===== config.mk =====
export PLATFORM = sky130hd
export DESIGN_NAME = baccarat_hand
export DESIGN_NICKNAME = d
export VERILOG_FILES = /design/src/rtl/baccarat_pkg.sv /design/src/rtl/hand_score.sv /design/src/rtl/baccarat_hand.sv
export SDC_FILE = /design/constraint.sdc
export NUM_CORES = 1
export LEC_CHECK = 0
export CAP_MARGIN = 15
export CELL_PAD_IN_SITES_DETAIL_PLACEMENT = 0
export CELL_PAD_IN_SITES_GLOBAL_PLACEMENT = 1
export CORE_ASPECT_RATIO = 0.9
export CORE_UTILIZATION = 35
export CTS_CLUSTER_SIZE = 14
export DETAILED_ROUTE_END_ITERATION = 10
export GPL_ROUTABILITY_DRIVEN = 0
export HOLD_SLACK_MARGIN = 0.05
export PLACE_DENSITY = 0.82
export SLEW_MARGIN = 20
export SYNTH_ARGS = -nofsm -noshare
export SYNTH_HDL_FRONTEND = slang
export SYNTH_SLANG_ARGS = --single-unit

===== constraint.sdc =====
create_clock -name clock -period 8.63 [get_ports clock]
set_clock_uncertainty 0.05 [all_clocks]
set_input_delay 1.726 -clock clock [delete_from_list [all_inputs] [get_ports clock]]
set_output_delay 1.726 -clock clock [all_outputs]
set_load 0.005 [all_outputs]

===== src/rtl/baccarat_pkg.sv =====
// Shared types and helpers for the baccarat hand dealer: FSM states,
// rank constants and the rank-to-point mapping.
package baccarat_pkg;

    typedef enum logic [3:0] {
        P1      = 4'd0,
        D1      = 4'd1,
        P2      = 4'd2,
        D2      = 4'd3,
        CHK_NAT = 4'd4,
        P_DEC   = 4'd5,
        P3      = 4'd6,
        D_DEC   = 4'd7,
        D3      = 4'd8,
        RESULT  = 4'd9
    } state_t;

    localparam logic [3:0] RANK_EMPTY = 4'd0;
    localparam logic [3:0] RANK_ACE   = 4'd1;
    localparam logic [3:0] RANK_KING  = 4'd13;

    // Tens, faces and anything out of range count zero; an empty slot is rank 0.
    function automatic logic [3:0] card_value(input logic [3:0] rank);
        if (rank >= 4'd10) begin
            return 4'd0;
        end else begin
            return rank;
        end
    endfunction

endpackage


===== src/rtl/hand_score.sv =====
// Baccarat score of a three-slot hand: sum of card values modulo 10.
module hand_score
    import baccarat_pkg::*;
(
    input  logic [3:0] card_a,
    input  logic [3:0] card_b,
    input  logic [3:0] card_c,
    output logic [3:0] score
);

    logic [4:0] sum_s;

    // Sum is at most 27, so two conditional subtractions replace a modulo.
    always_comb begin
        sum_s = {1'b0, card_value(card_a)} + {1'b0, card_value(card_b)}
              + {1'b0, card_value(card_c)};
        if (sum_s >= 5'd20) begin
            score = 4'(sum_s - 5'd20);
        end else if (sum_s >= 5'd10) begin
            score = 4'(sum_s - 5'd10);
        end else begin
            score = sum_s[3:0];
        end
    end

endmodule


===== src/rtl/baccarat_hand.sv =====
// Deals one punto banco hand from strobed cards and reports the result.
// Optional rank checking is enabled by defining BACCARAT_CARD_CHECK_EN.
module baccarat_hand
    import baccarat_pkg::*;
(
    input  logic       clock,
    input  logic       reset,
    input  logic [3:0] new_card,
    input  logic       step,
    output logic [3:0] pcard1,
    output logic [3:0] pcard2,
    output logic [3:0] pcard3,
    output logic [3:0] dcard1,
    output logic [3:0] dcard2,
    output logic [3:0] dcard3,
    output logic [3:0] pscore,
    output logic [3:0] dscore,
    output logic       player_wins,
    output logic       dealer_wins,
    output logic       done,
    output logic       bad_card
);

    state_t     state_r;
    state_t     next_state_s;
    logic       player_stood_r;
    logic       next_stood_s;
    logic       load_s;
    logic       clear_s;
    logic       reject_s;
    logic       card_ok_s;
    logic       banker_draws_s;
    logic [3:0] third_val_s;

`ifdef BACCARAT_CARD_CHECK_EN
    assign card_ok_s = (new_card >= RANK_ACE) && (new_card <= RANK_KING);
`else
    assign card_ok_s = 1'b1;
`endif

    hand_score u_player_score (
        .card_a (pcard1),
        .card_b (pcard2),
        .card_c (pcard3),
        .score  (pscore)
    );

    hand_score u_dealer_score (
        .card_a (dcard1),
        .card_b (dcard2),
        .card_c (dcard3),
        .score  (dscore)
    );

    // Banker tableau when the player has taken a third card.
    always_comb begin
        third_val_s = card_value(pcard3);
        if (dscore <= 4'd2) begin
            banker_draws_s = 1'b1;
        end else if (dscore == 4'd3) begin
            banker_draws_s = (third_val_s != 4'd8);
        end else if (dscore == 4'd4) begin
            banker_draws_s = (third_val_s >= 4'd2) && (third_val_s <= 4'd7);
        end else if (dscore == 4'd5) begin
            banker_draws_s = (third_val_s >= 4'd4) && (third_val_s <= 4'd7);
        end else if (dscore == 4'd6) begin
            banker_draws_s = (third_val_s >= 4'd6) && (third_val_s <= 4'd7);
        end else begin
            banker_draws_s = 1'b0;
        end
    end

    // Next-state and slot-control decode.
    always_comb begin
        next_state_s = state_r;
        next_stood_s = player_stood_r;
        load_s       = 1'b0;
        clear_s      = 1'b0;
        reject_s     = 1'b0;
        case (state_r)
            P1, D1, P2, D2, P3, D3: begin
                if (step && card_ok_s) begin
                    load_s = 1'b1;
                    case (state_r)
                        P1:      next_state_s = D1;
                        D1:      next_state_s = P2;
                        P2:      next_state_s = D2;
                        D2:      next_state_s = CHK_NAT;
                        P3:      next_state_s = D_DEC;
                        D3:      next_state_s = RESULT;
                        default: next_state_s = P1;
                    endcase
                end else if (step) begin
                    reject_s = 1'b1;
                end else begin
                    next_state_s = state_r;
                end
            end
            CHK_NAT: begin
                if ((pscore >= 4'd8) || (dscore >= 4'd8)) begin
                    next_state_s = RESULT;
                end else begin
                    next_state_s = P_DEC;
                end
            end
            P_DEC: begin
                if (pscore <= 4'd5) begin
                    next_state_s = P3;
                    next_stood_s = 1'b0;
                end else begin
                    next_state_s = D_DEC;
                    next_stood_s = 1'b1;
                end
            end
            D_DEC: begin
                if (player_stood_r) begin
                    next_state_s = (dscore <= 4'd5) ? D3 : RESULT;
                end else begin
                    next_state_s = banker_draws_s ? D3 : RESULT;
                end
            end
            RESULT: begin
                if (step) begin
                    clear_s      = 1'b1;
                    next_state_s = P1;
                end else begin
                    next_state_s = RESULT;
                end
            end
            default: next_state_s = P1;
        endcase
    end

    // State, stand flag, card slots and reject pulse.
    always_ff @(posedge clock) begin
        if (reset) begin
            state_r        <= P1;
            player_stood_r <= 1'b0;
            pcard1         <= RANK_EMPTY;
            pcard2         <= RANK_EMPTY;
            pcard3         <= RANK_EMPTY;
            dcard1         <= RANK_EMPTY;
            dcard2         <= RANK_EMPTY;
            dcard3         <= RANK_EMPTY;
            bad_card       <= 1'b0;
        end else begin
            state_r        <= next_state_s;
            player_stood_r <= next_stood_s;
            bad_card       <= reject_s;
            if (clear_s) begin
                pcard1 <= RANK_EMPTY;
                pcard2 <= RANK_EMPTY;
                pcard3 <= RANK_EMPTY;
                dcard1 <= RANK_EMPTY;
                dcard2 <= RANK_EMPTY;
                dcard3 <= RANK_EMPTY;
            end else if (load_s) begin
                case (state_r)
                    P1:      pcard1 <= new_card;
                    D1:      dcard1 <= new_card;
                    P2:      pcard2 <= new_card;
                    D2:      dcard2 <= new_card;
                    P3:      pcard3 <= new_card;
                    D3:      dcard3 <= new_card;
                    default: pcard1 <= pcard1;
                endcase
            end
        end
    end

    assign done        = (state_r == RESULT);
    assign player_wins = done && (pscore >= dscore);
    assign dealer_wins = done && (dscore >= pscore);

endmodule


# Yosys cells after proc, flatten, opt, wreduce, memory -nomap -nowiden
# Cells that the tools add are included.
word_totals:
  mem_bits_ro: 0
  latch_bits: 0
  regBits: 29
  input_bits: 7
  memories: 0
  ram_bits: 0
  wordCells: 95
  out_inout_bits: 36
classes:
  n_reduce_logical: 15
  n_addsub: 8
  bitwise_logic: 0
  eq_ne: 15
  n_shift: 0
  magnitude_cmp: 21
  div_mod_pow: 0
  multipliers: 0
  muxes: 28
ops:
  columns: ["op", "count"]
  rows:
  - ["2-to-1 mux 4 bit", 13]
  - ["greater-or-equal comparator 4 bit (second input constant)", 8]
  - ["equality test 4 x 3 -> 1 bit (second input constant)", 7]
  - ["case mux 4 bit (6 select lines)", 1]
  - ["case mux 4 bit (5 select lines)", 1]
  - ["2-to-1 mux 1 bit", 13]
  - ["equality test 4 x 2 -> 1 bit (second input constant)", 3]
  - ["less-or-equal comparator 4 x 3 -> 1 bit (second input constant)", 3]
  - ["AND reduction 2 bit", 6]
  - ["adder 4 x 4 -> 5 bit", 2]
  - ["adder 5 x 4 -> 5 bit", 2]
  - ["greater-or-equal comparator 5 x 4 -> 1 bit (second input constant)", 2]
  - ["greater-or-equal comparator 5 bit (second input constant)", 2]
  - ["equality test 4 bit (second input constant)", 2]
  - ["greater-or-equal comparator 4 x 3 -> 1 bit (second input constant)", 2]
  - ["greater-or-equal comparator 4 bit", 2]
  - ["subtractor 4 x 3 -> 4 bit (second input constant)", 2]
  - ["subtractor 4 bit (second input constant)", 2]
  - ["OR reduction 6 bit", 1]
  - ["logical AND 1 bit", 5]
  - ["equality test 4 x 1 -> 1 bit (second input constant)", 1]
  - ["greater-or-equal comparator 4 x 2 -> 1 bit (second input constant)", 1]
  - ["less-or-equal comparator 4 x 2 -> 1 bit (second input constant)", 1]
  - ["logical NOT 4 bit", 1]
  - ["other kinds (4)", 4]

# Depth between registers and ports, before layout
# Gate-level depths: netlist (run 1).
depth:
  word_depth: 16
  mapped_depth: 20
  ltp_nobuf: 19

# By module
# Synthesis (run 1) repeated with hierarchy kept, for this count alone.
hier_totals:
  hier_cells: 270
  area_unflattened_um2: 2351.0
modules_own_cells:
  columns: ["mod", "seq_area_each_um2", "cells_each", "area_per_inst_um2", "n_inst"]
  rows:
  - ["baccarat_hand", 580.6, 160, 1428.9, 1]
  - ["hand_score at u_dealer_score", 0.0, 54, 465.4, 1]
  - ["hand_score at u_player_score", 0.0, 56, 456.7, 1]

# Worst setup path before layout (run 1)
# Ideal clock, no wire load.
synth_path:
  kind: "register -> output"
  start: "reg pcard3[3]"
  end: "out player_wins"
  arrival_time_ns: 3.577
  setup_slack_ns: 3.277
  n_path_buf: 0
  required_time_ns: 6.854
  path_stages_with_launch: 17
  path_cell_list: "dfxtp_1 nand2b_1 fa_1 inv_1 ha_1 fa_1 inv_1 ha_1 a211oi_1 a21oi_1 mux2_4 ha_1 nand2_1 nor2_1 o21ai_0 nand2_1 a221oi_2"
synth_via:
  elab_chain_len: 8
  elab_cells_between_ends: 11
  classes_between: "add/sub (3); order compare (4); mux (3); reduce/logical (1)"
synth_lines:
  columns: ["element", "line", "text"]
  rows:
  - ["from (decl)", "baccarat_hand.sv:12", "output logic [3:0] pcard3,"]
  - ["from (signal assigned)", "baccarat_hand.sv:163", "P3: pcard3 <= new_card;"]
  - ["greater-or-equal comparator 4 bit", "baccarat_pkg.sv:24", "if (rank >= 4'd10) begin"]
  - ["2-to-1 mux 4 bit *", "baccarat_pkg.sv:24", null]
  - ["adder 5 x 4 -> 5 bit *", "hand_score.sv:16", "+ {1'b0, card_value(card_c)};"]
  - ["subtractor 4 bit or greater-or-equal comparator 5 x 4 -> 1 bit (tied branches)", "hand_score.sv:20, hand_score.sv:19", null]
  - ["2-to-1 mux 4 bit", "hand_score.sv:19", "end else if (sum_s >= 5'd10) begin"]
  - ["2-to-1 mux 4 bit *", "hand_score.sv:17", "if (sum_s >= 5'd20) begin"]
  - ["greater-or-equal comparator 4 bit *", "baccarat_hand.sv:172", "assign player_wins = done && (pscore >= dscore);"]
  - ["logical AND 1 bit *", "baccarat_hand.sv:172", null]
  - ["to (decl)", "baccarat_hand.sv:18", "output logic player_wins,"]
# Mark *: on every way between the ends. The rest lies on a longest branch, timed or not.

# Worst setup path in the final report (run 1)
layout_path:
  start: "reg dcard3[2]"
  end: "out player_wins"
layout_via:
  elab_chain_len: 8
  elab_cells_between_ends: 11
  classes_between: "add/sub (3); order compare (4); mux (3); reduce/logical (1)"
layout_lines:
  columns: ["element", "line", "text"]
  rows:
  - ["from (decl)", "baccarat_hand.sv:15", "output logic [3:0] dcard3,"]
  - ["from (signal assigned)", "baccarat_hand.sv:164", "D3: dcard3 <= new_card;"]
  - ["greater-or-equal comparator 4 bit", "baccarat_pkg.sv:24", null]
  - ["2-to-1 mux 4 bit *", "baccarat_pkg.sv:24", null]
  - ["adder 5 x 4 -> 5 bit *", "hand_score.sv:16", null]
  - ["subtractor 4 bit or greater-or-equal comparator 5 x 4 -> 1 bit (tied branches)", "hand_score.sv:20, hand_score.sv:19", null]
  - ["2-to-1 mux 4 bit", "hand_score.sv:19", null]
  - ["2-to-1 mux 4 bit *", "hand_score.sv:17", null]
  - ["greater-or-equal comparator 4 bit *", "baccarat_hand.sv:172", null]
  - ["logical AND 1 bit *", "baccarat_hand.sv:172", null]
# Marks and branches as above.

==> results of run 1 <==
## cell type report
cell class              instances  area share
well taps                      87     0.03682
repair buffers                 41      0.1388
flip-flops and latches         29      0.1964
clock inverters                 2     0.01270
multi-input cells             223      0.5607
clock buffers                   6     0.02793
inverters                      21     0.02666
## logic make-up (layout without fill, tap and decap cells)
kind of cell	count (synthesis)	in the layout
AND/OR/NAND/NOR	112	112
XOR/XNOR	5	5
adder cells (fa/ha/maj)	26	26
AO/OA/AOI/OAI	52	52
multiplexers	27	27
flip-flops	29	29
other	1	1
buffers and inverters	30	70
## stage by stage
stage | hold WS (ns) | power [uW] | cell area, um2
after detailed placement | 0.4817 | 314.8 | 2836
after global placement | 0.4783 | 314.0 | 2836
after CTS | 0.5039 | 463.7 | 2957
after floorplan | 0.4527 | 264.6 | 2356
final | 0.4995 | 463.3 | 2957
after global routing | 0.5227 | 492.5 | 2957
## cells in the final DEF, fill, tap and decap left out, types with 3 or more instances in the layout
cell type / n
a21oi_1: 13
and2_1: 3
clkdlybuf4s50_1: 41
o21ai_0: 11
nand2_1: 17
ha_1: 15
nand2b_1: 17
fa_1: 10
mux2i_1: 26
nand3_1: 8
nor3b_1: 6
inv_1: 20
o211ai_1: 4
clkbuf_8: 6
dfxtp_1: 29
nor2_1: 39
nor3_1: 9
## power by group
group          internal [uW]  switching [uW]  total, uW
registers                142            13.0        155
clock network           93.8            55.3        149
logic                   72.9            86.2        159
## path summary, 6_finish.rpt
check	slack, ns	to	startpoint	cells after the start
max	1.88	player_wins	dcard3[2]$_SDFFE_PP0P_	18
min	0.50	pcard1[0]$_SDFFE_PP0P_	pcard1[0]$_SDFFE_PP0P_	2
max reg2reg	4.87	state_r[0]$_SDFFE_PP0P_	dcard3[2]$_SDFFE_PP0P_	13
min reg2reg	0.50	pcard1[0]$_SDFFE_PP0P_	pcard1[0]$_SDFFE_PP0P_	2
## sequential cells by signal (all words and copies together), names as in the netlist
| signal | flops |
|---|---|
| dcard2 | 4 |
| pcard3 | 4 |
| dcard3 | 4 |
| player_stood_r | 1 |
| pcard2 | 4 |
| pcard1 | 4 |
| dcard1 | 4 |
| state_r | 4 |
## critical path: cells and delay by family, from the launching register on
kind                       cells  cell delay [ns]
AOI/OAI and AO/OA              5             1.36
DFF                            1             0.35
and+or+nand+nor                5             0.39
buffers and inverters          3             0.70
adders and majority gates      5             1.89
## metal layers
layer / part of all wire / wire, um
met1: 0.50 / 3002
met2: 0.45 / 2707
met3: 0.042 / 253
met4: 0.0096 / 58
met5: 0 / 0
==> run summary, run 1 <==
Detailed Route WL: 6.022 mm
top-count cell post-synth: nor2_1
status: completed
initial antenna violation count: 0
dpl hpwl: 4.599 mm
H-Tree Depth: 2
grt met2 use: 0.2777
Commonest cells post-synth: nor2_1, dfxtp_1, mux2i_1
share of synthesized area spent on multiplexers: 0.1168
IO buf count: 41
Data arrival, critical path: 4.97 ns
post-synthesis xor/xnor area fraction: 0.02177
Worst Setup Start Kind: flip-flop
predominant post-synthesis flop cell: dfxtp_1
# DRC: 0
fin. max-slew vios: 0
Tcrit/Tclk final: 0.7821
Synth Area in Simple Gates: 0.2379
DR pass1 iterations: 5
critical path's largest stage delay: 0.68 ns
met1 Resource Use GR: 0.2581
Least-Margin Pin Slew: 0.7759 ns
Post-CTS Setup Bufs: 0
pin count of the biggest net entering global routing: 25
worst-path cell chain: o21ai_0 -> nand2_1 -> fa_1 -> inv_1 -> ha_1 -> inv_1 -> fa_1 -> ha_1 -> a21boi_0 -> nor3_1 -> o32ai_1 -> ha_1 -> nand2_1 -> nor2_1 -> o21ai_0 -> nand2_1 -> a221oi_2 -> clkdlybuf4s50_1
final setup fails: 0
met3 Usage GRT: 0.04654
row count: 27
final core utilization: 0.4680
Compound-Gate Fraction of Synth Area: 0.1567
Die ar.: 7064 um2
Slew headroom: 0.4827
unrepaired setup endpoints after global routing: false
Final Hold Viols: 0
Synth top area share: 0.2464
CTS tree: built
fmax: 0.1482 GHz
DRT iter0 DRCs: 120
GRT Util Overall: 0.1839
vias in the first global route: 2013
Seq cells post-synth: 29
area grow syn2layout: 25.49%
cell count after synthesis: 282
Die H: 79.84 um
CTS buffer count: 5
syn avg cell area: 8.355 um2
Cell Area, Synth: 2356 um2
IO Pins: 43
CTS hold repair buffers: 0
Lkg Pwr: 0.001251 uW
Worst Path Required: 6.85 ns
clk sinks: 29
clock period minus worst slack: 6.749 ns
worst hold path class: flip-flop to flip-flop
global route overflow: 0
largest family of logic cells by synthesized area: simple AND/OR/NAND/NOR gates
largest cells by area after synthesis: dfxtp_1, mux2i_1, fa_1, ha_1, nor2_1
DR vias: 2124
Avg WL per Cell: 14.72 um
Crit-path slowest cell: fa_1
fin nets: 353
area leader, netlist: dfxtp_1
final cell count without fillers: 409
worst setup margin: 1.881 ns
share of cells above drive strength 1: 0.05590
CTS root buffer: clkbuf_8
MaxCap Viol Count: 0
Via density: 5.193
worst slack, placed: 2.159 ns
kind of critical path: flip-flop to output port
Core Footprint: 6317 um2
Yosys cell types: 55
CP max FO: 10
YS warnings: 0
post-route ant nets: 0
maximum VDD drop: 88.67 uV
ys async rst share: 0
Total Neg Setup Slack: 0 ns
area share of fa/ha/maj cells after synthesis: 0.1689
Seq/Total Area, Yosys: 0.2464
Sequential Area: 580.6 um2
chip width: 88.49 um
layout filler cell count: 632
Multi-input gate area: 1658 um2
PostCTS Resize Cnt: 0
clk_lat worst skew: 0.29 ns
number of flops mapped to enable cells by yosys: 0
syn nets: 314
clock-pin slew on the worst setup and hold paths: 0.07 ns
Antenna diodes: 0
first-pass GRT wire length: 9.942 mm
busiest layer in global routing: met2
clk buf depth: 2
Initial Util: 0.3729
cell area power density: 156.7 nW/um2
Placed Cells: 401
CP Capture Type: output port
Power figures use the tool's default switching activity.
==> inputs of run 2 (changes only) <==
==> constraint.sdc (replaced) <==
create_clock -name clock -period 6.5 [get_ports clock]
set_clock_uncertainty 0.05 [all_clocks]
set_input_delay 1.3 -clock clock [delete_from_list [all_inputs] [get_ports clock]]
set_output_delay 1.3 -clock clock [all_outputs]
set_load 0.005 [all_outputs]
==> run 2 against run 1 <==
Worst hold slack improved by 0.0060 ns. Sequential share of layout area fell by 0.066 points. Critical path depth rose by 1. Cell area rose by 0.34%.
==> run summary, run 2 (synthesized netlist as in run 1, its figures left out) <==
row count: 27
dpl hpwl: 4.590 mm
status: completed
worst setup margin: 0.4324 ns
commonest non-fill, non-tap cells in the layout: clkdlybuf4s50_1, nor2_1, dfxtp_1
IO buf count: 41
DRT iter0 DRCs: 116
fin nets: 353
Tcrit/Tclk final: 0.9335
Lkg Pwr: 0.001256 uW
Total Neg Setup Slack: 0 ns
share of cells above drive strength 1: 0.06211
DR pass1 iterations: 5
# DRC: 0
Worst Setup Start Kind: flip-flop
Worst Path Required: 5.15 ns
IO Pins: 43
cell area power density: 207.2 nW/um2
maximum VDD drop: 122.0 uV
first-pass GRT wire length: 9.873 mm
Least-Margin Pin Slew: 0.7453 ns
vias in the first global route: 1993
area grow syn2layout: 25.92%
GRT Util Overall: 0.1818
post-route ant nets: 0
CTS tree: built
fin. max-slew vios: 0
Slew headroom: 0.5031
global route overflow: 0
clock period minus worst slack: 6.068 ns
Detailed Route WL: 5.892 mm
Tot Pwr: 614.8 uW
DR vias: 2099
Avg WL per Cell: 14.41 um
CP max FO: 10
fmax: 0.1648 GHz
worst slack, placed: 0.4740 ns
post-route cell area: 2967 um2
Die H: 79.84 um
final cell count without fillers: 409
final setup fails: 0
CTS hold repair buffers: 0
Data arrival, critical path: 4.72 ns
initial antenna violation count: 0
pin count of the biggest net entering global routing: 25
clk sinks: 29
Die ar.: 7064 um2
clock-pin slew on the worst setup and hold paths: 0.07 ns
Initial Util: 0.3729
Core Footprint: 6317 um2
clk_lat worst skew: 0.28 ns
unrepaired setup endpoints after global routing: false
MaxCap Viol Count: 0
Area after DPL: 2836 um2
CTS buffer count: 5
Final Hold Viols: 0
kind of critical path: flip-flop to output port
chip width: 88.49 um
commonest non-fill, non-tap cell in the layout: clkdlybuf4s50_1
Antenna diodes: 0
CTS root buffer: clkbuf_8
worst hold path class: flip-flop to flip-flop
CP Capture Type: output port
Via density: 5.132
Worst R2R Setup Slack: 2.86 ns
clk buf depth: 2
H-Tree Depth: 2
Placed Cells: 401
[run 2: worst paths after layout]
check | start | endpoint | cells past startpoint
setup / recovery | dcard3[2]$_SDFFE_PP0P_ | player_wins | 19
hold / removal | pcard1[0]$_SDFFE_PP0P_ | pcard1[0]$_SDFFE_PP0P_ | 2
setup reg to reg | dcard3[2]$_SDFFE_PP0P_ | state_r[0]$_SDFFE_PP0P_ | 13
hold reg to reg | pcard1[0]$_SDFFE_PP0P_ | pcard1[0]$_SDFFE_PP0P_ | 2
[run 2: per-layer routing]
layer / GRT usage / wire [um] / vias to the layer above
met3: 0.03930 / 259 / 4
met1: 0.2597 / 2912 / 984
met2: 0.2762 / 2680 / 54
li1: - / - / 1057
met5: 0 / 0 / -
met4: 0.04355 / 40 / 0
[run 2: stage by stage]
step / hold WS (ns) / util
2_1_floorplan: 0.4527 / -
3_3_place_gp: 0.4783 / 0.4490
3_5_place_dp: 0.4804 / 0.4490
4_1_cts: 0.5020 / 0.4680
5_1_grt: 0.5181 / 0.4696
6_report: 0.5055 / 0.4696
[run 2: area by class of cell]
class / instances / area [um2]
clock inverters: 2 / 37.54
multi-input cells: 223 / 1668
flip-flops and latches: 29 / 580.6
inverters: 21 / 78.83
clock buffers: 6 / 82.58
well taps: 87 / 108.9
repair buffers: 41 / 410.4
fillers: 628 / 3351
[run 2: repair_timing]
action	CTS	global route
setup buffers	0	0
gates resized for setup	0	2
setup endpoints to repair	0	1
[run 2: power by group]
part | total, uW | internal [uW] | switching (uW)
Clock | 196 | 125 | 72.0
Combinational | 212 | 97.9 | 114
Sequential | 206 | 189 | 17.2
[run 2: worst max-delay path: stages, from the launching register on]
cell	delay [ns]
dfxtp_1	0.35
o21ai_0	0.18
nand2_1	0.10
fa_1	0.44
inv_1	0.07
ha_1	0.15
inv_1	0.06
fa_2	0.64
ha_1	0.21
a21boi_0	0.33
nor2_1	0.11
o21ai_0	0.20
o32ai_2	0.16
ha_1	0.35
nand2_1	0.10
nor2_1	0.04
o21ai_0	0.06
nand2_1	0.09
a221oi_2	0.24
clkdlybuf4s50_1	0.56
